`src/rtl/videogen_pattern_param.sv`:
```
// videogen_pattern_param: programmable raster timing with noise/bars/grid/box test patterns.
// Optional VIDEOGEN_NOISE_SCROLL_EN: pixel LFSR free-runs across frames instead of reloading per frame.
module videogen_pattern_param #(
    parameter int          H_SYNCLEN    = 62,
    parameter int          H_BACKPORCH  = 60,
    parameter int          H_ACTIVE     = 720,
    parameter int          H_FRONTPORCH = 16,
    parameter int          V_SYNCLEN    = 6,
    parameter int          V_BACKPORCH  = 30,
    parameter int          V_ACTIVE     = 480,
    parameter int          V_FRONTPORCH = 9,
    parameter int          CNT_W        = 11,
    parameter logic        HS_POL       = 1'b0,
    parameter logic        VS_POL       = 1'b0,
    parameter logic [15:0] LFSR_SEED    = 16'h0001,
    parameter logic [7:0]  DENSITY      = 8'd2
) (
    input  logic        clk27,
    input  logic        reset_n,
    input  logic [1:0]  mode,
    input  logic        lt_active,
    output logic [7:0]  R_out,
    output logic [7:0]  G_out,
    output logic [7:0]  B_out,
    output logic        HSYNC_out,
    output logic        VSYNC_out,
    output logic        ENABLE_out,
    output logic        PCLK_out,
    output logic        frame_start,
    output logic [15:0] frame_cnt
);
    localparam int H_TOTAL = H_SYNCLEN + H_BACKPORCH + H_ACTIVE + H_FRONTPORCH;
    localparam int V_TOTAL = V_SYNCLEN + V_BACKPORCH + V_ACTIVE + V_FRONTPORCH;
    localparam int BW      = H_ACTIVE / 8;
    localparam logic [CNT_W-1:0] H_LAST = CNT_W'(H_TOTAL - 1);
    localparam logic [CNT_W-1:0] V_LAST = CNT_W'(V_TOTAL - 1);
    localparam logic [CNT_W-1:0] H_SL   = CNT_W'(H_SYNCLEN);
    localparam logic [CNT_W-1:0] V_SL   = CNT_W'(V_SYNCLEN);
    localparam logic [CNT_W-1:0] X_S    = CNT_W'(H_SYNCLEN + H_BACKPORCH);
    localparam logic [CNT_W-1:0] X_E    = CNT_W'(H_SYNCLEN + H_BACKPORCH + H_ACTIVE);
    localparam logic [CNT_W-1:0] Y_S    = CNT_W'(V_SYNCLEN + V_BACKPORCH);
    localparam logic [CNT_W-1:0] Y_E    = CNT_W'(V_SYNCLEN + V_BACKPORCH + V_ACTIVE);
    localparam logic [CNT_W-1:0] BX0    = CNT_W'(H_ACTIVE * 3 / 8);
    localparam logic [CNT_W-1:0] BX1    = CNT_W'(H_ACTIVE * 5 / 8);
    localparam logic [CNT_W-1:0] BY0    = CNT_W'(V_ACTIVE * 3 / 8);
    localparam logic [CNT_W-1:0] BY1    = CNT_W'(V_ACTIVE * 5 / 8);
    localparam logic [15:0] SEED = (LFSR_SEED == 16'h0) ? 16'h1 : LFSR_SEED;

    logic [CNT_W-1:0] h_q, h_d, v_q, v_d, x, y;
    logic [1:0]       mode_q, mode_d, eff;
    logic [15:0]      lfsr_q, lfsr_d, frame_cnt_q, frame_cnt_d;
    logic [23:0]      rgb_q, rgb_d;
    logic [2:0]       bar;
    logic             wrap_q, wrap_d, hs_q, hs_d, vs_q, vs_d, en_q, en_d, fs_q;
    logic             h_end, v_end, white, fb;

    always_comb begin
        h_end  = h_q == H_LAST;
        v_end  = v_q == V_LAST;
        h_d    = h_end ? '0 : h_q + 1'b1;
        v_d    = !h_end ? v_q : v_end ? '0 : v_q + 1'b1;
        wrap_d = h_end && v_end;
        mode_d = wrap_d ? mode : mode_q;
        hs_d   = h_q < H_SL ? HS_POL : ~HS_POL;
        vs_d   = v_q < V_SL ? VS_POL : ~VS_POL;
        en_d   = h_q >= X_S && h_q < X_E && v_q >= Y_S && v_q < Y_E;
        x      = h_q - X_S;
        y      = v_q - Y_S;
        eff    = lt_active ? 2'd3 : mode_q;
        bar    = '0;
        for (int k = 1; k < 8; k++) bar = bar + {2'b0, x >= CNT_W'(k * BW)};
        white  = eff == 2'd0 ? lfsr_q[7:0] < DENSITY :
                 eff == 2'd2 ? x[3:0] == 4'd0 || y[3:0] == 4'd0 :
                 x >= BX0 && x < BX1 && y >= BY0 && y < BY1;
        // bar index bits map straight onto colour gates: R off for 2,3,6,7; G off for 4..7; B off for odd
        rgb_d  = !en_d ? 24'h0 :
                 eff == 2'd1 ? {(bar[1] ? 8'h00 : 8'hC0), (bar[2] ? 8'h00 : 8'hC0), (bar[0] ? 8'h00 : 8'hC0)} :
                 {24{white}};
        fb     = lfsr_q[15] ^ lfsr_q[14] ^ lfsr_q[12] ^ lfsr_q[3];
`ifdef VIDEOGEN_NOISE_SCROLL_EN
        lfsr_d = en_d ? {lfsr_q[14:0], fb} : lfsr_q;
`else
        lfsr_d = wrap_q ? SEED : en_d ? {lfsr_q[14:0], fb} : lfsr_q;
`endif
        frame_cnt_d = frame_cnt_q + 16'(wrap_q);
    end

    always_ff @(posedge clk27 or negedge reset_n) begin
        if (!reset_n) begin
            h_q         <= '0;
            v_q         <= '0;
            mode_q      <= '0;
            lfsr_q      <= SEED;
            frame_cnt_q <= '0;
            wrap_q      <= 1'b0;
            hs_q        <= HS_POL;
            vs_q        <= VS_POL;
            en_q        <= 1'b0;
            rgb_q       <= '0;
            fs_q        <= 1'b0;
        end else begin
            h_q         <= h_d;
            v_q         <= v_d;
            mode_q      <= mode_d;
            lfsr_q      <= lfsr_d;
            frame_cnt_q <= frame_cnt_d;
            wrap_q      <= wrap_d;
            hs_q        <= hs_d;
            vs_q        <= vs_d;
            en_q        <= en_d;
            rgb_q       <= rgb_d;
            fs_q        <= wrap_q;
        end
    end

    assign {R_out, G_out, B_out} = rgb_q;
    assign HSYNC_out   = hs_q;
    assign VSYNC_out   = vs_q;
    assign ENABLE_out  = en_q;
    assign PCLK_out    = clk27;
    assign frame_start = fs_q;
    assign frame_cnt   = frame_cnt_q;
endmodule

```
`config.mk`:
```
export PLATFORM = sky130hd
export DESIGN_NAME = videogen_pattern_param
export DESIGN_NICKNAME = d
export VERILOG_FILES = /design/src/rtl/videogen_pattern_param.sv
export SDC_FILE = /design/constraint.sdc
export NUM_CORES = 1
export LEC_CHECK = 0
export CORE_MARGIN = 2
export CORE_UTILIZATION = 38
export CTS_BUF_LIST = sky130_fd_sc_hd__clkbuf_4 sky130_fd_sc_hd__clkbuf_8
export DETAILED_ROUTE_END_ITERATION = 6
export HOLD_SLACK_MARGIN = 0.08
export MAX_ROUTING_LAYER = met4
export PLACE_DENSITY_LB_ADDON = 0.25
export SYNTH_ARGS = -nofsm -noshare
export SYNTH_HDL_FRONTEND = slang
export SYNTH_SLANG_ARGS = --single-unit
export TNS_END_PERCENT = 5
```
`constraint.sdc`:
```
create_clock -name clk27 -period 5.4 [get_ports clk27]
set_input_delay 1.62 -clock clk27 [delete_from_list [all_inputs] [get_ports clk27]]
set_output_delay 1.62 -clock clk27 [all_outputs]
set_load 0.02 [all_outputs]
```
==> run summary <==
Dominant cell by count in the synthesized netlist: dfrtp_1
PortBufs: 49
RSZ-0062 raised after global routing: false
Synth top area cells: dfrtp_1, xnor2_1, ha_1, mux2i_1, buf_4
Number of iterations in the first detailed-routing pass: 5
Final Util: 45.0%
Data required, critical path: 3.78 ns
IO Count: 50
Outcome: completed
Core Footprint: 0.0109 mm²
Die X: 110 µm
Synth Register Bits: 65
Share of cells above drive strength 1: 8.11%
Hold_buf cts: 0
Post-synth top cells: dfrtp_1, nor2_1, nand2_1
Resized Gates After CTS: 0
Async set or reset register ratio after synthesis: 100%
Setup Buffers After CTS: 0
Syn nets: 481
Final setup viols: 0
Final WL: 9750 µm
Synth area leader: dfrtp_1
DR top layer: met4
Initial Util: 39.0%
FF-to-FF setup slack: 0.44 ns
Reg-to-reg endpoint: rgb_q[22]$_DFF_PN0_
Startpoint Class: clock port
Die Height: 110 µm
Slowest stage cell, crit path: clkdlybuf4s50_1
CP max stage delay: 0.52 ns
Clk slew on worst S/H paths: 0.08 ns
Slew HR: 40.7%
Vias per std cell: 5.44
Layout Skew: 0.0126 ns
Crit path kind: clock port to output port
Area Growth Syn to Fin: 15.3%
Slew Viols, Final: 0
Cell mode on critical path: clkbuf_8
HP Start: frame_cnt[15]$_DFF_PN0_
Max VDD drop: 0.230 mV
Crit path max-delay family: buffers and inverters
WHS Path Cells: 1
Critical path buffers and inverters: 3
Starting DRT DRC Count: 220
Die ar.: 0.0120 mm²
Pin count of the biggest net entering global routing: 40
Syn_area_per_cell: 9.34 µm²
Max Cap Viol: 0
Synthesized netlist cell count: 455
Gr usage total: 18.4%
M1 WL: 4680 µm
Mapped cell area: 0.00425 mm²
WL/cell: 15.7 µm
Synthesis Warnings: 0
Row count: 38
PwrDens: 206 mW/mm²
Diodes inserted: 0
Hpwl dp: 6970 µm
Initial antenna violation count: 0
Antenna Nets Post-Route: 0
Distinct cells, synth: 71
Met2 WL: 4370 µm
CTS tree: yes
Hold path endpoint: frame_cnt[15]$_DFF_PN0_
Number of global-route vias before repair: 3160
Critical Path AT: 3.45 ns
Worst flop-to-flop path startpoint: h_q[2]$_DFF_PN0_
Grt ovf: 0
Worst skew pair latency: 0.46 ns
Sequential-to-total area share from yosys stat: 38.3%
Yosys top cell area share: 37.7%
CP endpoint kind: output port
Nets: 502
Worst-path maximum fanout: 2
Met3 Routed Length: 513 µm
Pleak: 2.07 nW
CP Cell Sequence: clkbuf_8, clkbuf_8, clkdlybuf4s50_1
Worst-Margin Slew: 0.890 ns
Hold crit path type: flop to flop
First-pass GRT wire length: 16200 µm
DR vias: 3377
Final RePlAce weighted congestion: 1.01
Top_reg_cell synth: dfrtp_1
Setup TNS: 0 ns
DRC: 0
PnR Total Power: 0.00101 W
Post-synth EDFFs: 0
Final Hold Vio Count: 0
R2r worst-path depth: 16
[cells in the final DEF, fill, tap and decap left out, drive strengths merged, types with 4 or more instances in the layout]
cell type and n:
a21oi 13, ha 17, nor4 8, clkdlybuf4s50 48, nor3b 4, xnor2 25, nor2b 4, dfrtp 64
clkbuf 12, nand2 26, xor2 14, inv 24, and3 6, nor2 44, nand4 9, clkinv 4
fa 4, a31oi 8, mux2i 17, a22oi 5, nor3 14, nand3 17, nand2b 4, o21ai 25
buf 4
[metal layers]
layer	global-route usage (%)	vias up
li1	-	1630
met1	24.1	1616
met2	26.1	112
met3	6.52	19
met4	6.60	0
met5	-	-
[where the power goes]
part	internal [W]	switching, W
registers	0.000486	0
clock network	0.000277	0.000233
logic	0.00000299	0.0000106
[stage by stage]
step | instance area, µm² | worst slack [ns] | std cells | hold slack, ns
floorplan | 4250 | 0.885 | 455 | 0.376
global placement | 4660 | 0.572 | 602 | 0.467
detailed placement | 4660 | 0.512 | 602 | 0.472
CTS | 4900 | 0.324 | 621 | 0.486
global route | 4900 | 0.0813 | 621 | 0.507
finish | 4900 | 0.332 | 621 | 0.487
[logic make-up (layout without fill, tap and decap cells)]
group                      after synthesis  in the layout  synth area share [%]
AOI/OAI and AO/OA                       89             89                  14.0
muxes                                   19             19                  4.53
and+or+nand+nor                        154            154                  19.7
adders and majority gates               21             21                  6.89
buffers and inverters                   68             94                  8.54
xor gates and xnor gates                39             39                  8.04
DFF                                     65             65                  38.3
[how the worst max path moves through the flow]
stage                                start             endpoint  slack, ns  cells past startpoint
after global routing      h_q[2]$_DFF_PN0_  rgb_q[22]$_DFF_PN0_       0.08                     16
final                                clk27             PCLK_out       0.33                      3
after detailed placement  h_q[2]$_DFF_PN0_  rgb_q[22]$_DFF_PN0_       0.51                     16
after CTS                            clk27             PCLK_out       0.32                      3
after floorplan           h_q[2]$_DFF_PN0_  rgb_q[22]$_DFF_PN0_       0.88                     17
after global placement               clk27             PCLK_out       0.57                      1
[cell type report]
class / instances / area [µm²]
Timing Repair Buffer: 51 / 498
Sequential cell: 65 / 1630
Inverter: 23 / 86.3
Clock buffer: 13 / 175
Multi-Input combinational cell: 322 / 2260
Tap cell: 140 / 175
Fill cell: 1037 / 5990
Clock inverter: 7 / 77.6
[state kept, by name (all words and copies together) (netlist names)]
register     count
mode_q           2
h_q             11
frame_start      1
wrap_q           1
HSYNC_out        1
ENABLE_out       1
VSYNC_out        1
rgb_q            4
frame_cnt       16
v_q             11
lfsr_q          16
(Power assumes the default switching activity.)
